`src/rtl/cpu_pkg.sv`:
```
// Shared constants and state encoding for the CPU stage sequencer.
package cpu_pkg;

  localparam int STATE_W      = 3;
  localparam int WAIT_MAX_DEF = 16;
  localparam int CNT_W_DEF    = 32;

  // Encoding is visible on state_o, so the values are fixed.
  typedef enum logic [STATE_W-1:0] {
    ST_IDLE    = 3'b000,
    ST_FETCH   = 3'b001,
    ST_DECODE  = 3'b010,
    ST_EXECUTE = 3'b011,
    ST_MEMORY  = 3'b100,
    ST_WRITE   = 3'b101,
    ST_FAULT   = 3'b110,
    ST_HALT    = 3'b111
  } state_e;

endpackage

```
`src/rtl/stage_wait_timer.sv`:
```
// Wait-cycle counter shared by FETCH and MEMORY; flags the last allowed wait cycle.
module stage_wait_timer #(
  parameter int WAIT_MAX = 16,
  parameter int WAIT_W   = 5
) (
  input  logic clk,
  input  logic rst,
  input  logic clr_i,
  input  logic en_i,
  output logic limit_o
);

  localparam int LIM = (WAIT_MAX > 0) ? WAIT_MAX - 1 : 0;

  logic [WAIT_W-1:0] cnt_q, cnt_d;

  always_comb begin
    cnt_d = cnt_q;
    if (clr_i) begin
      cnt_d = '0;
    end else if (en_i) begin
      cnt_d = cnt_q + WAIT_W'(1);
    end
  end

  always_ff @(posedge clk or posedge rst) begin
    if (rst) begin
      cnt_q <= '0;
    end else begin
      cnt_q <= cnt_d;
    end
  end

  // WAIT_MAX of zero disables the timeout entirely.
  assign limit_o = (WAIT_MAX > 0) && (cnt_q == WAIT_W'(LIM));

endmodule

```
`src/rtl/cpu_stage_sequencer.sv`:
```
// Multicycle fetch/decode/execute/memory/write sequencer with wait handshakes and timeout fault.
// Optional cycle/retire counters are built when CPU_PERF_COUNTERS_EN is defined.
//
// state   | meaning
// HALT    | stopped, waiting for run
// IDLE    | one-cycle start-up before the first fetch
// FETCH   | instruction memory read, waits for imem_ready
// DECODE  | one-cycle decode
// EXECUTE | ALU / register-file read, picks MEMORY or WRITE
// MEMORY  | data memory access, waits for dmem_ready
// WRITE   | write-back and pc update, retires the instruction
// FAULT   | wait timeout, left only through rst
module cpu_stage_sequencer
  import cpu_pkg::*;
#(
  parameter int CNT_W    = CNT_W_DEF,
  parameter int WAIT_MAX = WAIT_MAX_DEF,
  parameter int WAIT_W   = 5
) (
  input  logic               clk,
  input  logic               rst,
  input  logic               run,
  input  logic               halt_req,
  input  logic               imem_ready,
  input  logic               dmem_ready,
  input  logic               mem_op,
  input  logic               reg_write_req,
  output logic               if_en,
  output logic               id_en,
  output logic               ex_en,
  output logic               mem_en,
  output logic               wb_en,
  output logic               pc_we,
  output logic               retire,
  output logic               fault,
  output logic [STATE_W-1:0] state_o,
  output logic [CNT_W-1:0]   cycle_cnt,
  output logic [CNT_W-1:0]   instret_cnt
);

  state_e state_q, state_d;
  logic   wait_clr, wait_en, wait_limit;

  always_comb begin
    state_d = state_q;
    unique case (state_q)
      ST_HALT:    if (run) state_d = ST_IDLE;
      ST_IDLE:    state_d = ST_FETCH;
      ST_FETCH: begin
        if (imem_ready)      state_d = ST_DECODE;
        else if (wait_limit) state_d = ST_FAULT;
      end
      ST_DECODE:  state_d = ST_EXECUTE;
      ST_EXECUTE: state_d = mem_op ? ST_MEMORY : ST_WRITE;
      ST_MEMORY: begin
        if (dmem_ready)      state_d = ST_WRITE;
        else if (wait_limit) state_d = ST_FAULT;
      end
      ST_WRITE:   state_d = halt_req ? ST_HALT : ST_FETCH;
      ST_FAULT:   state_d = ST_FAULT;
      default:    state_d = ST_HALT;
    endcase
  end

  always_ff @(posedge clk or posedge rst) begin
    if (rst) begin
      state_q <= ST_HALT;
    end else begin
      state_q <= state_d;
    end
  end

  // Ready in the limit cycle already steered state_d away from FAULT above.
  assign wait_clr = (state_d != state_q);
  assign wait_en  = ((state_q == ST_FETCH)  && !imem_ready) ||
                    ((state_q == ST_MEMORY) && !dmem_ready);

  stage_wait_timer #(
    .WAIT_MAX (WAIT_MAX),
    .WAIT_W   (WAIT_W)
  ) u_wait_timer (
    .clk     (clk),
    .rst     (rst),
    .clr_i   (wait_clr),
    .en_i    (wait_en),
    .limit_o (wait_limit)
  );

  assign if_en   = (state_q == ST_FETCH);
  assign id_en   = (state_q == ST_DECODE);
  assign ex_en   = (state_q == ST_EXECUTE);
  assign mem_en  = (state_q == ST_MEMORY);
  assign wb_en   = (state_q == ST_WRITE) && reg_write_req;
  assign pc_we   = (state_q == ST_WRITE);
  assign retire  = (state_q == ST_WRITE);
  assign fault   = (state_q == ST_FAULT);
  assign state_o = state_q;

`ifdef CPU_PERF_COUNTERS_EN
  logic [CNT_W-1:0] cycle_q, cycle_d;
  logic [CNT_W-1:0] instret_q, instret_d;

  always_comb begin
    cycle_d   = cycle_q;
    instret_d = instret_q;
    if ((state_q != ST_HALT) && (state_q != ST_FAULT)) begin
      cycle_d = cycle_q + CNT_W'(1);
    end
    if (retire) begin
      instret_d = instret_q + CNT_W'(1);
    end
  end

  always_ff @(posedge clk or posedge rst) begin
    if (rst) begin
      cycle_q   <= '0;
      instret_q <= '0;
    end else begin
      cycle_q   <= cycle_d;
      instret_q <= instret_d;
    end
  end

  assign cycle_cnt   = cycle_q;
  assign instret_cnt = instret_q;
`else
  assign cycle_cnt   = '0;
  assign instret_cnt = '0;
`endif

endmodule

```
`config.mk`:
```
export PLATFORM = sky130hd
export DESIGN_NAME = cpu_stage_sequencer
export DESIGN_NICKNAME = d
export VERILOG_FILES = /design/src/rtl/cpu_pkg.sv /design/src/rtl/stage_wait_timer.sv /design/src/rtl/cpu_stage_sequencer.sv
export SDC_FILE = /design/constraint.sdc
export NUM_CORES = 1
export LEC_CHECK = 0
export ABC_AREA = 1
export ABC_CLOCK_PERIOD_IN_PS = 2300
export BUFFER_PORTS_ARGS = -buffer_cell sky130_fd_sc_hd__buf_2
export CAP_MARGIN = 20
export CORE_MARGIN = 3
export CORE_UTILIZATION = 42
export DETAILED_ROUTE_END_ITERATION = 10
export PLACE_DENSITY = 0.81
export SYNTH_ARGS = -nofsm -noshare
export SYNTH_HDL_FRONTEND = slang
export SYNTH_HIERARCHICAL = 1
export SYNTH_SLANG_ARGS = --single-unit
```
`constraint.sdc`:
```
create_clock -name clk -period 2.3 [get_ports clk]
set_input_delay 0.23 -clock clk [delete_from_list [all_inputs] [get_ports clk]]
set_output_delay 0.23 -clock clk [all_outputs]
set_load 0.05 [all_outputs]
```
# Word level (Yosys, flattened, before mapping)
# Cells that the tools add are included.
# classes
addsub,1
eq_ne,9
n_mux,9
reduce_logical,8
# ops
operator,n
3-bit case mux with 8 select lines,1
3-bit 2-to-1 mux,5
"3-bit == test, second input constant",4
5-bit 2-to-1 mux,2
"3-bit by 2-bit == test with 1-bit output, second input constant",2
"5-bit by 1-bit adder with 5-bit output, second input constant",1
"5-bit by 4-bit == test with 1-bit output, second input constant",1
"3-bit by 1-bit == test with 1-bit output, second input constant",1
1-bit logical AND,3
3-bit zero test,1
3-bit inequality test,1
1-bit zero test,2
2-bit nonzero test,1
1-bit logical OR,1
1-bit 2-to-1 mux,1
# totals
register_bits,8
inputBits,8
out_inout_bits,75
elab_cells,29

# Logic depth before layout (Yosys ltp)
# Gate-level depths: netlist (run 1).
# depth
depth_word,6
mapped_depth,18
mapped_depth_nobuf,18

# Modules after synthesis
# The synthesis (run 1) kept the hierarchy.
# modules_own_cells
module,n_inst,cells_each,area_each_um2,seq_area_each_um2
cpu_stage_sequencer,1,140,944.7,78.8
stage_wait_timer,1,32,267.8,125.1

# Least setup slack after synthesis (run 1)
# Ideal clock, no wire load.
# synth_timing
path_type,register -> register
startpoint,reg state_q[0] (netlist: state_o[0])
endpoint,reg u_wait_timer.cnt_q[3]
arrival_ns,2.242
t_required_ns,2.181
path_slack_ns,-0.061
path_stages_with_launch,13
n_path_buf,1
period_less_slack_ns,2.361
path_cell_list,dfstp_2 > buf_6 > nand2_1 > nor2_2 > nand2_1 > nand4_1 > nand2_1 > nand2_1 > nand3_2 > nor2_2 > nor2_4 > a21oi_1 > nor2_1
# synth_rtl
item,line_no,source
start: declaration,cpu_stage_sequencer.sv:41,"state_e state_q, state_d;"
start signal: assignment,cpu_stage_sequencer.sv:69,state_q <= state_d;
3-bit by 2-bit == test with 1-bit output *,--,
net ex_en,cpu_stage_sequencer.sv:30,"output logic ex_en,"
3-bit case mux with 8 select lines *,cpu_stage_sequencer.sv:46,unique case (state_q)
net state_d[0],cpu_stage_sequencer.sv:41,
3-bit inequality test *,cpu_stage_sequencer.sv:74,assign wait_clr = (state_d != state_q);
net wait_clr,cpu_stage_sequencer.sv:42,"logic wait_clr, wait_en, wait_limit;"
5-bit 2-to-1 mux / 2-bit nonzero test (equally long branches),--,
end signal: assignment,stage_wait_timer.sv:30,cnt_q <= cnt_d;
end: declaration,stage_wait_timer.sv:15,"logic [WAIT_W-1:0] cnt_q, cnt_d;"
# Mark *: on every way through the listed nets, which the timed path passes. The rest lies on a longest branch.
# A chain may end at the register's enable or synchronous reset.

# Worst setup path after layout (run 1)
# layout_timing
startpoint,reg u_wait_timer.cnt_q[0]
endpoint,reg u_wait_timer.cnt_q[3]
# layout_between
elab_chain_cells,6
# layout_lines
item,line_no,source
5-bit by 4-bit == test with 1-bit output *,stage_wait_timer.sv:35,assign limit_o = (WAIT_MAX > 0) && (cnt_q == WAIT_W'(LIM));
net wait_limit,cpu_stage_sequencer.sv:42,
3-bit 2-to-1 mux *,"cpu_stage_sequencer.sv:51, cpu_stage_sequencer.sv:57",
"3-bit 2-to-1 mux, on equally long branches","cpu_stage_sequencer.sv:56, cpu_stage_sequencer.sv:50",
3-bit case mux with 8 select lines *,cpu_stage_sequencer.sv:46,
net state_d[0],cpu_stage_sequencer.sv:41,
3-bit inequality test *,cpu_stage_sequencer.sv:74,
net wait_clr,cpu_stage_sequencer.sv:42,
5-bit 2-to-1 mux / 2-bit nonzero test (equally long branches),--,
# Mark *: on every way through the listed nets, which the timed path passes. The rest lies on a longest branch. The select of a mux whose other input is x is not followed.

==> impl_metrics.tcl, run 1 <==
set metrics [dict create \
    arrival_ns 2.21 \
    yosysSeqAreaShare_pct 16.82 \
    ys_ff_latch 8 \
    hold_path_depth 4 \
    cp_max_fo 3 \
    final.setup.tns_ns 0 \
    hold_end "state_o[0]$_DFF_PP1_" \
    final_nets 201 \
    drtIter0Drc 24 \
    fmax_mhz 483.9 \
    post_cts_buffers 0 \
    rr_startpoint "u_wait_timer/cnt_q[0]$_DFFE_PP0P_" \
    rsz0062_at_grt "false" \
    cts_buffer_depth 2 \
    hold_path_class "input port to register" \
    hold_viol 0 \
    layout_common_cells "conb_1, nand2_1, inv_1" \
    worst_ep_required_time_ns 2.45 \
    criticalPathCategory "register to register" \
    p_leak_nw 0.7157 \
    setup.worst_path.end_class "register" \
    hpwl_mm 1.636 \
    fin_skew_ns 0.005558 \
    post-route-period-util_pct 89.84 \
    r2r_slack_ns 0.23 \
    first_pass_iters 4 \
    ant_nets 0 \
    drc 0 \
    first_global_vias 704 \
    via_count 875 \
    pin_count 83 \
    antenna_found_initial 0 \
    routed_via_density 3.977 \
    grt_max_degree 13 \
    min-delay-start "mem_op" \
    r2r-end "u_wait_timer/cnt_q[3]$_DFFE_PP0P_" \
    cts_inserted_buffers 3 \
    track_usage_pct 10.17 \
    initial_core_util_pct 46.41 \
    path_clk_slew_ns 0.06 \
    routedWlPerCell_um 8.723 \
    grt_pass1_wl_mm 2.849 \
    die-area_um2 3567 \
    io_buffers 18 \
    cts_tree "done" \
    overflow 0 \
    yosysWarningCount 6 \
    die_h_um 59.73 \
    ir_drop_mv 0.7978 \
    h-tree-depth 1 \
    cts_sinks 8 \
    critPathLaunchType "register" \
    p_total_mw 1.517 \
    cts_root_buffer "clkbuf_4" \
    antennaDiodeCount 0 \
    status "finished clean" \
    p_per_area_nw_per_um2 1373 \
    syn_inst 172 \
    rows 18 \
    postSynthAreaPerCell_um2 7.049 \
    area_growth_pct -8.875 \
    gp_congestion 0.8346 \
    core-area_um2 2613 \
    synthesis.area_um2 1212 \
    setup_violations 0 \
    cap_violations 0 \
    min_period_ns 2.066 \
    drt-total-wl_mm 1.919 \
    clk_latency_ns 0.25 \
    die_w_um 59.73 \
    reg2regPathDepth 16 \
    drive_gt1_share_pct 23.68 \
    final_common_cell "conb_1" \
    maxSlewViolCount 0 \
    synth_cell_type_count 22 \
]
-- registers in the layout, summed over array words and instances, names as in the netlist --
name and count:
state_o 3, u_wait_timer/cnt_q 5
-- power breakdown --
group	internal [mW]	switching, mW
Combinational	0.241	0.849
Clock	0.0665	0.0500
Sequential	0.199	0.112
-- worst max path at each step --
stage	startpoint	endpoint	slack (ns)	depth (start not counted)
4_1_cts	u_wait_timer/cnt_q[0]$_DFFE_PP0P_	u_wait_timer/cnt_q[3]$_DFFE_PP0P_	0.16	16
5_1_grt	u_wait_timer/cnt_q[0]$_DFFE_PP0P_	u_wait_timer/cnt_q[3]$_DFFE_PP0P_	0.01	16
6_report	u_wait_timer/cnt_q[0]$_DFFE_PP0P_	u_wait_timer/cnt_q[3]$_DFFE_PP0P_	0.23	16
2_1_floorplan	state_o[0]$_DFF_PP1_	u_wait_timer/cnt_q[3]$_DFFE_PP0P_	0.09	12
3_5_place_dp	u_wait_timer/cnt_q[0]$_DFFE_PP0P_	u_wait_timer/cnt_q[3]$_DFFE_PP0P_	0.17	16
3_3_place_gp	u_wait_timer/cnt_q[1]$_DFFE_PP0P_	u_wait_timer/cnt_q[3]$_DFFE_PP0P_	0.22	16
-- cells by family after synthesis --
group           synth area share [%]
other cells                   0.3093
compound gates                 2.992
fa+ha+maj                      2.064
buf+inv                        50.36
flops                          16.82
simple gates                   27.45
-- worst max-delay path, stage by stage (launching register included) --
cell     delay [ns]
dfrtp_1        0.38
ha_1           0.21
nand2_1        0.07
nor2_1         0.04
ha_1           0.21
inv_1          0.08
nand2_1        0.05
nor2_1         0.09
nand2_1        0.09
nand4_1        0.13
nand2_1        0.06
nand2_1        0.09
nand3_2        0.10
nor2_4         0.14
nor2_4         0.05
a21oi_1        0.12
nor2_1         0.06
-- Yosys cell counts --
| library cell | instances | area, um^2 |
|---|---|---|
| nand3_2 | 5 | 50.05 |
| o22ai_1 | 1 | 6.260 |
| nand2_1 | 24 | 90.09 |
| inv_2 | 3 | 11.26 |
| o21ai_1 | 1 | 5.000 |
| dfrtp_1 | 5 | 125.1 |
| nand4_2 | 1 | 12.51 |
| o21ai_0 | 2 | 10.01 |
| buf_4 | 66 | 495.5 |
| inv_1 | 20 | 75.07 |
| a21oi_1 | 3 | 15.01 |
| nand2_2 | 3 | 18.77 |
| nand3_1 | 10 | 50.05 |
| ha_1 | 2 | 25.02 |
| nor2_4 | 2 | 22.52 |
| buf_6 | 2 | 22.52 |
| nor2_2 | 6 | 37.54 |
| inv_4 | 1 | 6.260 |
| dfstp_2 | 3 | 78.83 |
| conb_1 | 1 | 3.750 |
| nand4_1 | 4 | 25.02 |
| nor2_1 | 7 | 26.28 |
-- area by class of cell --
cell class / instances / area [um^2]
fillers: 275 / 1508
clock buffers: 4 / 26.28
multi-input cells: 135 / 644.4
well taps: 30 / 37.54
inverters: 24 / 92.59
repair buffers: 19 / 100.1
flip-flops and latches: 8 / 203.9
-- layer usage --
layer | GRT usage, % | share of wire (%)
met1 | 12.07 | 38
met2 | 17.44 | 50
met3 | 1.296 | 11
met4 | 5.696 | 1.3
met5 | 0 | 0
-- metrics by stage --
stage	util [%]	setup WS [ns]	instance area [um^2]	hold WS (ns)	instances
2_1_floorplan	-	0.08536	1454	0.008521	235
3_5_place_dp	40.71	0.1704	1064	0.1557	215
3_3_place_gp	40.71	0.2169	1064	0.1473	215
5_1_grt	42.29	0.01147	1105	0.3233	220
6_report	42.29	0.2336	1105	0.3029	220
4_1_cts	42.10	0.1576	1100	0.3092	220
-- timing repair --
| action | CTS | global route |
|---|---|---|
| hold buffers | 1 | 0 |
| endpoints found under the setup margin | 0 | 1 |
| hold endpoints to repair | 5 | 0 |
| resized for setup | 0 | 1 |
Power figures use the tool's default switching activity.
==> inputs of run 2 (changes only) <==
--- a/config.mk
+++ b/config.mk
@@ -11,6 +11,7 @@
 export CAP_MARGIN = 20
 export CORE_MARGIN = 3
 export CORE_UTILIZATION = 42
+export CTS_BUF_LIST = sky130_fd_sc_hd__clkbuf_16
 export DETAILED_ROUTE_END_ITERATION = 10
 export PLACE_DENSITY = 0.81
 export SYNTH_ARGS = -nofsm -noshare
==> impl_metrics.tcl, run 2 (synthesized netlist as in run 1, its figures left out) <==
set metrics [dict create \
    largest_register "u_wait_timer/cnt_q" \
    hpwl_mm 1.636 \
    design_area_um2 1157 \
    drive_gt1_share_pct 23.68 \
    drtIter0Drc 23 \
    h-tree-depth 1 \
    cts_tree "done" \
    die_h_um 59.73 \
    die-area_um2 3567 \
    max_slew_margin_pct 66.30 \
    rsz0062_at_grt "false" \
    hold_path_class "input port to register" \
    initial_core_util_pct 46.41 \
    cts_root_buffer "clkbuf_16" \
    criticalPathCategory "register to register" \
    fin_skew_ns 0.003190 \
    final_util_pct 44.30 \
    pin_count 83 \
    antenna_found_initial 0 \
    final.setup.tns_ns 0 \
    cts_inserted_buffers 3 \
    arrival_ns 2.20 \
    maxSlewViolCount 0 \
    post_cts_buffers 0 \
    final_nets 201 \
    setup_violations 0 \
    grt_pass1_wl_mm 2.953 \
    routedWlPerCell_um 9.023 \
    drt-total-wl_mm 1.985 \
    final_common_cell "conb_1" \
    hold_viol 0 \
    status "finished clean" \
    first_pass_iters 4 \
    io_buffers 18 \
    cap_violations 0 \
    fin_cells 220 \
    path_clk_slew_ns 0.04 \
    setup.worst_path.end_class "register" \
    cts_buffer_depth 2 \
    critPathLaunch "u_wait_timer/cnt_q[1]$_DFFE_PP0P_" \
    core-area_um2 2613 \
    worst_ep_required_time_ns 2.42 \
    critPathLaunchType "register" \
    dp_cells 215 \
    routed_via_density 3.982 \
    overflow 0 \
    largest_reg_flops 5 \
    layout_common_cells "conb_1, nand2_1, inv_1" \
    ir_drop_mv 0.9750 \
    p_per_area_nw_per_um2 1469 \
    ant_nets 0 \
    track_usage_pct 10.61 \
    drc 0 \
    cts_sinks 8 \
    post-route-period-util_pct 90.39 \
    min-delay-start "mem_op" \
    place_area_um2 1064 \
    grt_max_degree 13 \
    area_growth_pct -4.541 \
    clk_latency_ns 0.23 \
    cp_max_fo 3 \
    antennaDiodeCount 0 \
    rr_startpoint "u_wait_timer/cnt_q[1]$_DFFE_PP0P_" \
    first_global_vias 729 \
    die_w_um 59.73 \
    via_count 876 \
    rows 18 \
    p_leak_nw 0.7430 \
    min_period_ns 2.079 \
    gp_congestion 0.8346 \
    fmax_mhz 481.0 \
    max_slew.worst_pin.slew_ns 0.5055 \
]
## run 2: changes by cell type in the layout (fill, tap and decap cells not counted), sizes merged
cell    previous run  this run
clkbuf             4         3
inv               24        25
## run 2: worst max-delay path, stage by stage, from the launching register on
cell     delay (ns)
dfrtp_1        0.39
ha_1           0.20
nand2_1        0.07
nor2_1         0.04
ha_1           0.21
inv_1          0.08
nand2_1        0.05
nor2_1         0.09
nand2_1        0.09
nand4_1        0.13
nand2_1        0.07
nand2_1        0.09
nand3_2        0.10
nor2_4         0.14
nor2_4         0.05
a21oi_1        0.12
nor2_1         0.06
## run 2: path summary, 6_finish.rpt
path,cells after the start,to,slack [ns]
max,16,u_wait_timer/cnt_q[3]$_DFFE_PP0P_,0.22
min,4,state_o[0]$_DFF_PP1_,0.33
max reg2reg,16,u_wait_timer/cnt_q[3]$_DFFE_PP0P_,0.22
min reg2reg,2,u_wait_timer/cnt_q[4]$_DFFE_PP0P_,0.49
max in group asynchronous,3,u_wait_timer/cnt_q[4]$_DFFE_PP0P_,1.65
min in group asynchronous,3,u_wait_timer/cnt_q[2]$_DFFE_PP0P_,0.47
## run 2: what timing repair did
item                                    4_1_cts  5_1_grt
endpoints found under the setup margin        0        1
endpoints found under the hold margin         5        0
resized for setup                             0        1
hold buffers                                  1        0
## run 2: through the flow
step / setup slack, ns / power [mW] / hold slack, ns
floorplan: 0.08536 / 1.364 / 0.008521
global placement: 0.2169 / 1.371 / 0.1473
detailed placement: 0.1704 / 1.392 / 0.1557
CTS: 0.1512 / 1.696 / 0.3382
global route: 0.01362 / 1.816 / 0.3575
finish: 0.2211 / 1.700 / 0.3317
## run 2: layout make-up
type	instances	area, um^2
repair buffers	19	100.1
flip-flops and latches	8	203.9
inverters	24	92.59
fillers	263	1455
clock inverters	1	3.754
clock buffers	3	75.07
well taps	30	37.54
multi-input cells	135	644.4
## run 2: layer usage
metal / vias to the layer above / track usage, % / part of all wire [%]
met5: - / 0 / 0
met4: 0 / 5.696 / 0.55
met3: 2 / 1.944 / 11
met2: 54 / 18.36 / 52
met1: 384 / 12.20 / 37
li1: 436 / - / -
## run 2: power by group
part           switching [mW]  internal (mW)
combinational           0.851          0.241
clock                  0.0698          0.227
sequential              0.112          0.200
==> inputs of run 3 (changes only) <==
--- a/config.mk
+++ b/config.mk
@@ -5,15 +5,14 @@
 export SDC_FILE = /design/constraint.sdc
 export NUM_CORES = 1
 export LEC_CHECK = 0
-export ABC_AREA = 1
-export ABC_CLOCK_PERIOD_IN_PS = 2300
+export ABC_CLOCK_PERIOD_IN_PS = 2570
 export BUFFER_PORTS_ARGS = -buffer_cell sky130_fd_sc_hd__buf_2
 export CAP_MARGIN = 20
 export CORE_MARGIN = 3
-export CORE_UTILIZATION = 42
+export CORE_UTILIZATION = 44
 export CTS_BUF_LIST = sky130_fd_sc_hd__clkbuf_16
 export DETAILED_ROUTE_END_ITERATION = 10
-export PLACE_DENSITY = 0.81
+export PLACE_DENSITY = 0.86
 export SYNTH_ARGS = -nofsm -noshare
 export SYNTH_HDL_FRONTEND = slang
 export SYNTH_HIERARCHICAL = 1
==> constraint.sdc (replaced) <==
create_clock -name clk -period 2.57 [get_ports clk]
set_input_delay 0.257 -clock clk [delete_from_list [all_inputs] [get_ports clk]]
set_output_delay 0.257 -clock clk [all_outputs]
set_load 0.05 [all_outputs]
==> impl_metrics.tcl, run 3 <==
set metrics [dict create \
    initial_core_util_pct 48.35 \
    grt_max_degree 17 \
    drt-total-wl_mm 1.593 \
    fin_ws_ns 0.2504 \
    cts_sinks 8 \
    largest_reg_flops 5 \
    postCtsHoldBufs 1 \
    r2r-end "u_wait_timer/cnt_q[3]$_DFFE_PP0P_" \
    yosysMostFrequentCell "buf_4" \
    cts_resized 0 \
    die_h_um 56.48 \
    final_nets 164 \
    grtUsageMet1_pct 10.71 \
    r2r_slack_ns 0.25 \
    async_flop_share_pct 100.0 \
    cts_root_buffer "clkbuf_16" \
    drive_gt1_share_pct 24.18 \
    io_buffers 18 \
    reg2regPathDepth 8 \
    final.setup.tns_ns 0 \
    cts_inserted_buffers 3 \
    yosys-top-cells-area "buf_4, dfrtp_1, dfstp_2, nor2_1, ha_1" \
    via_count 723 \
    fmax_mhz 431.1 \
    routed_via_density 3.994 \
    ant_nets 0 \
    area_growth_pct -4.464 \
    routedWlPerCell_um 8.801 \
    rows 17 \
    hpwl_mm 1.334 \
    fillerInstances 243 \
    rr_startpoint "u_wait_timer/cnt_q[0]$_DFFE_PP0P_" \
    yosysWarningCount 6 \
    clk_latency_ns 0.23 \
    busiest_layer "met2" \
    drtIter0Drc 11 \
    grt_pass1_wl_mm 2.201 \
    maxSlewViolCount 0 \
    postSynthAreaPerCell_um2 8.366 \
    synth_cell_type_count 42 \
    worst_ep_required_time_ns 2.68 \
    critPathLaunch "u_wait_timer/cnt_q[0]$_DFFE_PP0P_" \
    pin_count 83 \
    cts_tree "done" \
    setup_violations 0 \
    yosys.area.top_type "buf_4" \
    grt_use_met3_pct 3.678 \
    post_cts_buffers 0 \
    overflow 0 \
    yosys.area.top_type_share_pct 43.53 \
    gp_congestion 0.7743 \
    post-route-period-util_pct 90.26 \
    die_w_um 56.48 \
    fin_skew_ns 0.002659 \
    track_usage_pct 8.716 \
    critPathLaunchType "register" \
    synth_edf_count 0 \
    status "finished clean" \
    drc 0 \
    synthesis.area_um2 1121 \
    grt_use_met2_pct 13.53 \
    cp_max_fo 5 \
    largest_register "u_wait_timer/cnt_q" \
    layout_common_cells "conb_1, buf_2, nor2_1" \
    rsz0062_at_grt "false" \
    cts_buffer_depth 2 \
    cap_violations 0 \
    criticalPathCategory "register to register" \
    antennaDiodeCount 0 \
    p_per_area_nw_per_um2 1304 \
    setup.worst_path.end "u_wait_timer/cnt_q[3]$_DFFE_PP0P_" \
    ys_ff_latch 8 \
    hold_viol 0 \
    ys.flop_type "dfrtp_1" \
    h-tree-depth 1 \
    yosysSeqAreaShare_pct 18.19 \
    arrival_ns 2.43 \
    syn_inst 134 \
    first_global_vias 507 \
    core-area_um2 2318 \
    p_leak_nw 0.6334 \
    synthTopCellsByCount "buf_4, nor2_1, dfrtp_1, inv_1" \
    antenna_found_initial 0 \
    die-area_um2 3189 \
    place_ws_ns 0.2578 \
    path_clk_slew_ns 0.04 \
    hold_path_class "input port to register" \
    p_total_mw 1.397 \
    final_common_cell "conb_1" \
    whs_ns 0.3684 \
    ir_drop_mv 0.7612 \
    first_pass_iters 4 \
    setup.worst_path.end_class "register" \
    min_period_ns 2.320 \
]
-- run 3: critical path, cell delays in order (launching register included) --
cell     delay (ns)
dfrtp_1        0.41
ha_1           0.21
and3_1         0.16
ha_1           0.21
or4b_1         0.44
a21o_1         0.19
o31ai_1        0.10
and2b_1        0.23
mux2_4         0.25
-- run 3: kinds of logic (layout without fill, tap and decap cells) --
family / count (synthesis) / in the layout / share of synthesized area, %
other cells: 1 / 64 / 0.3345
flops: 8 / 8 / 18.19
xor+xnor: 1 / 1 / 0.7814
simple gates: 29 / 29 / 17.30
buf+inv: 75 / 31 / 48.66
fa+ha+maj: 2 / 2 / 2.232
compound gates: 16 / 16 / 10.27
mux: 2 / 2 / 2.232
-- run 3: worst min path at each step --
stage	startpoint	endpoint	slack, ns	cells past startpoint
floorplan	rst	u_wait_timer/cnt_q[0]$_DFFE_PP0P_	0.04	1
global placement	rst	u_wait_timer/cnt_q[3]$_DFFE_PP0P_	0.18	2
detailed placement	rst	u_wait_timer/cnt_q[3]$_DFFE_PP0P_	0.18	2
CTS	run	state_o[2]$_DFF_PP1_	0.37	4
global route	run	state_o[2]$_DFF_PP1_	0.39	4
finish	run	state_o[2]$_DFF_PP1_	0.37	4
-- run 3: power breakdown --
| part | switching [mW] | internal, mW |
|---|---|---|
| sequential | 0.0966 | 0.181 |
| combinational | 0.638 | 0.223 |
| clock | 0.0559 | 0.202 |
| total | 0.791 | 0.606 |
-- run 3: layout make-up --
| type | instances | area [um^2] | area share, % |
|---|---|---|---|
| Clock buffer | 3 | 75.07 | 7.009 |
| Inverter | 6 | 25.02 | 2.336 |
| Multi-Input combinational cell | 114 | 613.1 | 57.24 |
| Sequential cell | 8 | 203.9 | 19.04 |
| Timing Repair Buffer | 21 | 115.1 | 10.75 |
| Clock inverter | 1 | 3.754 | 0.3505 |
| Tap cell | 28 | 35.03 | 3.271 |
-- run 3: routing by layer --
metal	vias up	share of wire (%)
met5	-	0
met4	0	1.0
met3	2	16
met2	60	46
met1	314	37
li1	347	-
-- run 3: metrics by stage --
| stage | instances | cell area [um^2] | utilization [%] |
|---|---|---|---|
| 3_3_place_gp | 176 | 982.2 | 42.36 |
| 4_1_cts | 181 | 1071 | 46.20 |
| 6_report | 181 | 1071 | 46.20 |
| 3_5_place_dp | 176 | 982.2 | 42.36 |
| 2_1_floorplan | 197 | 1363 | - |
| 5_1_grt | 181 | 1071 | 46.20 |
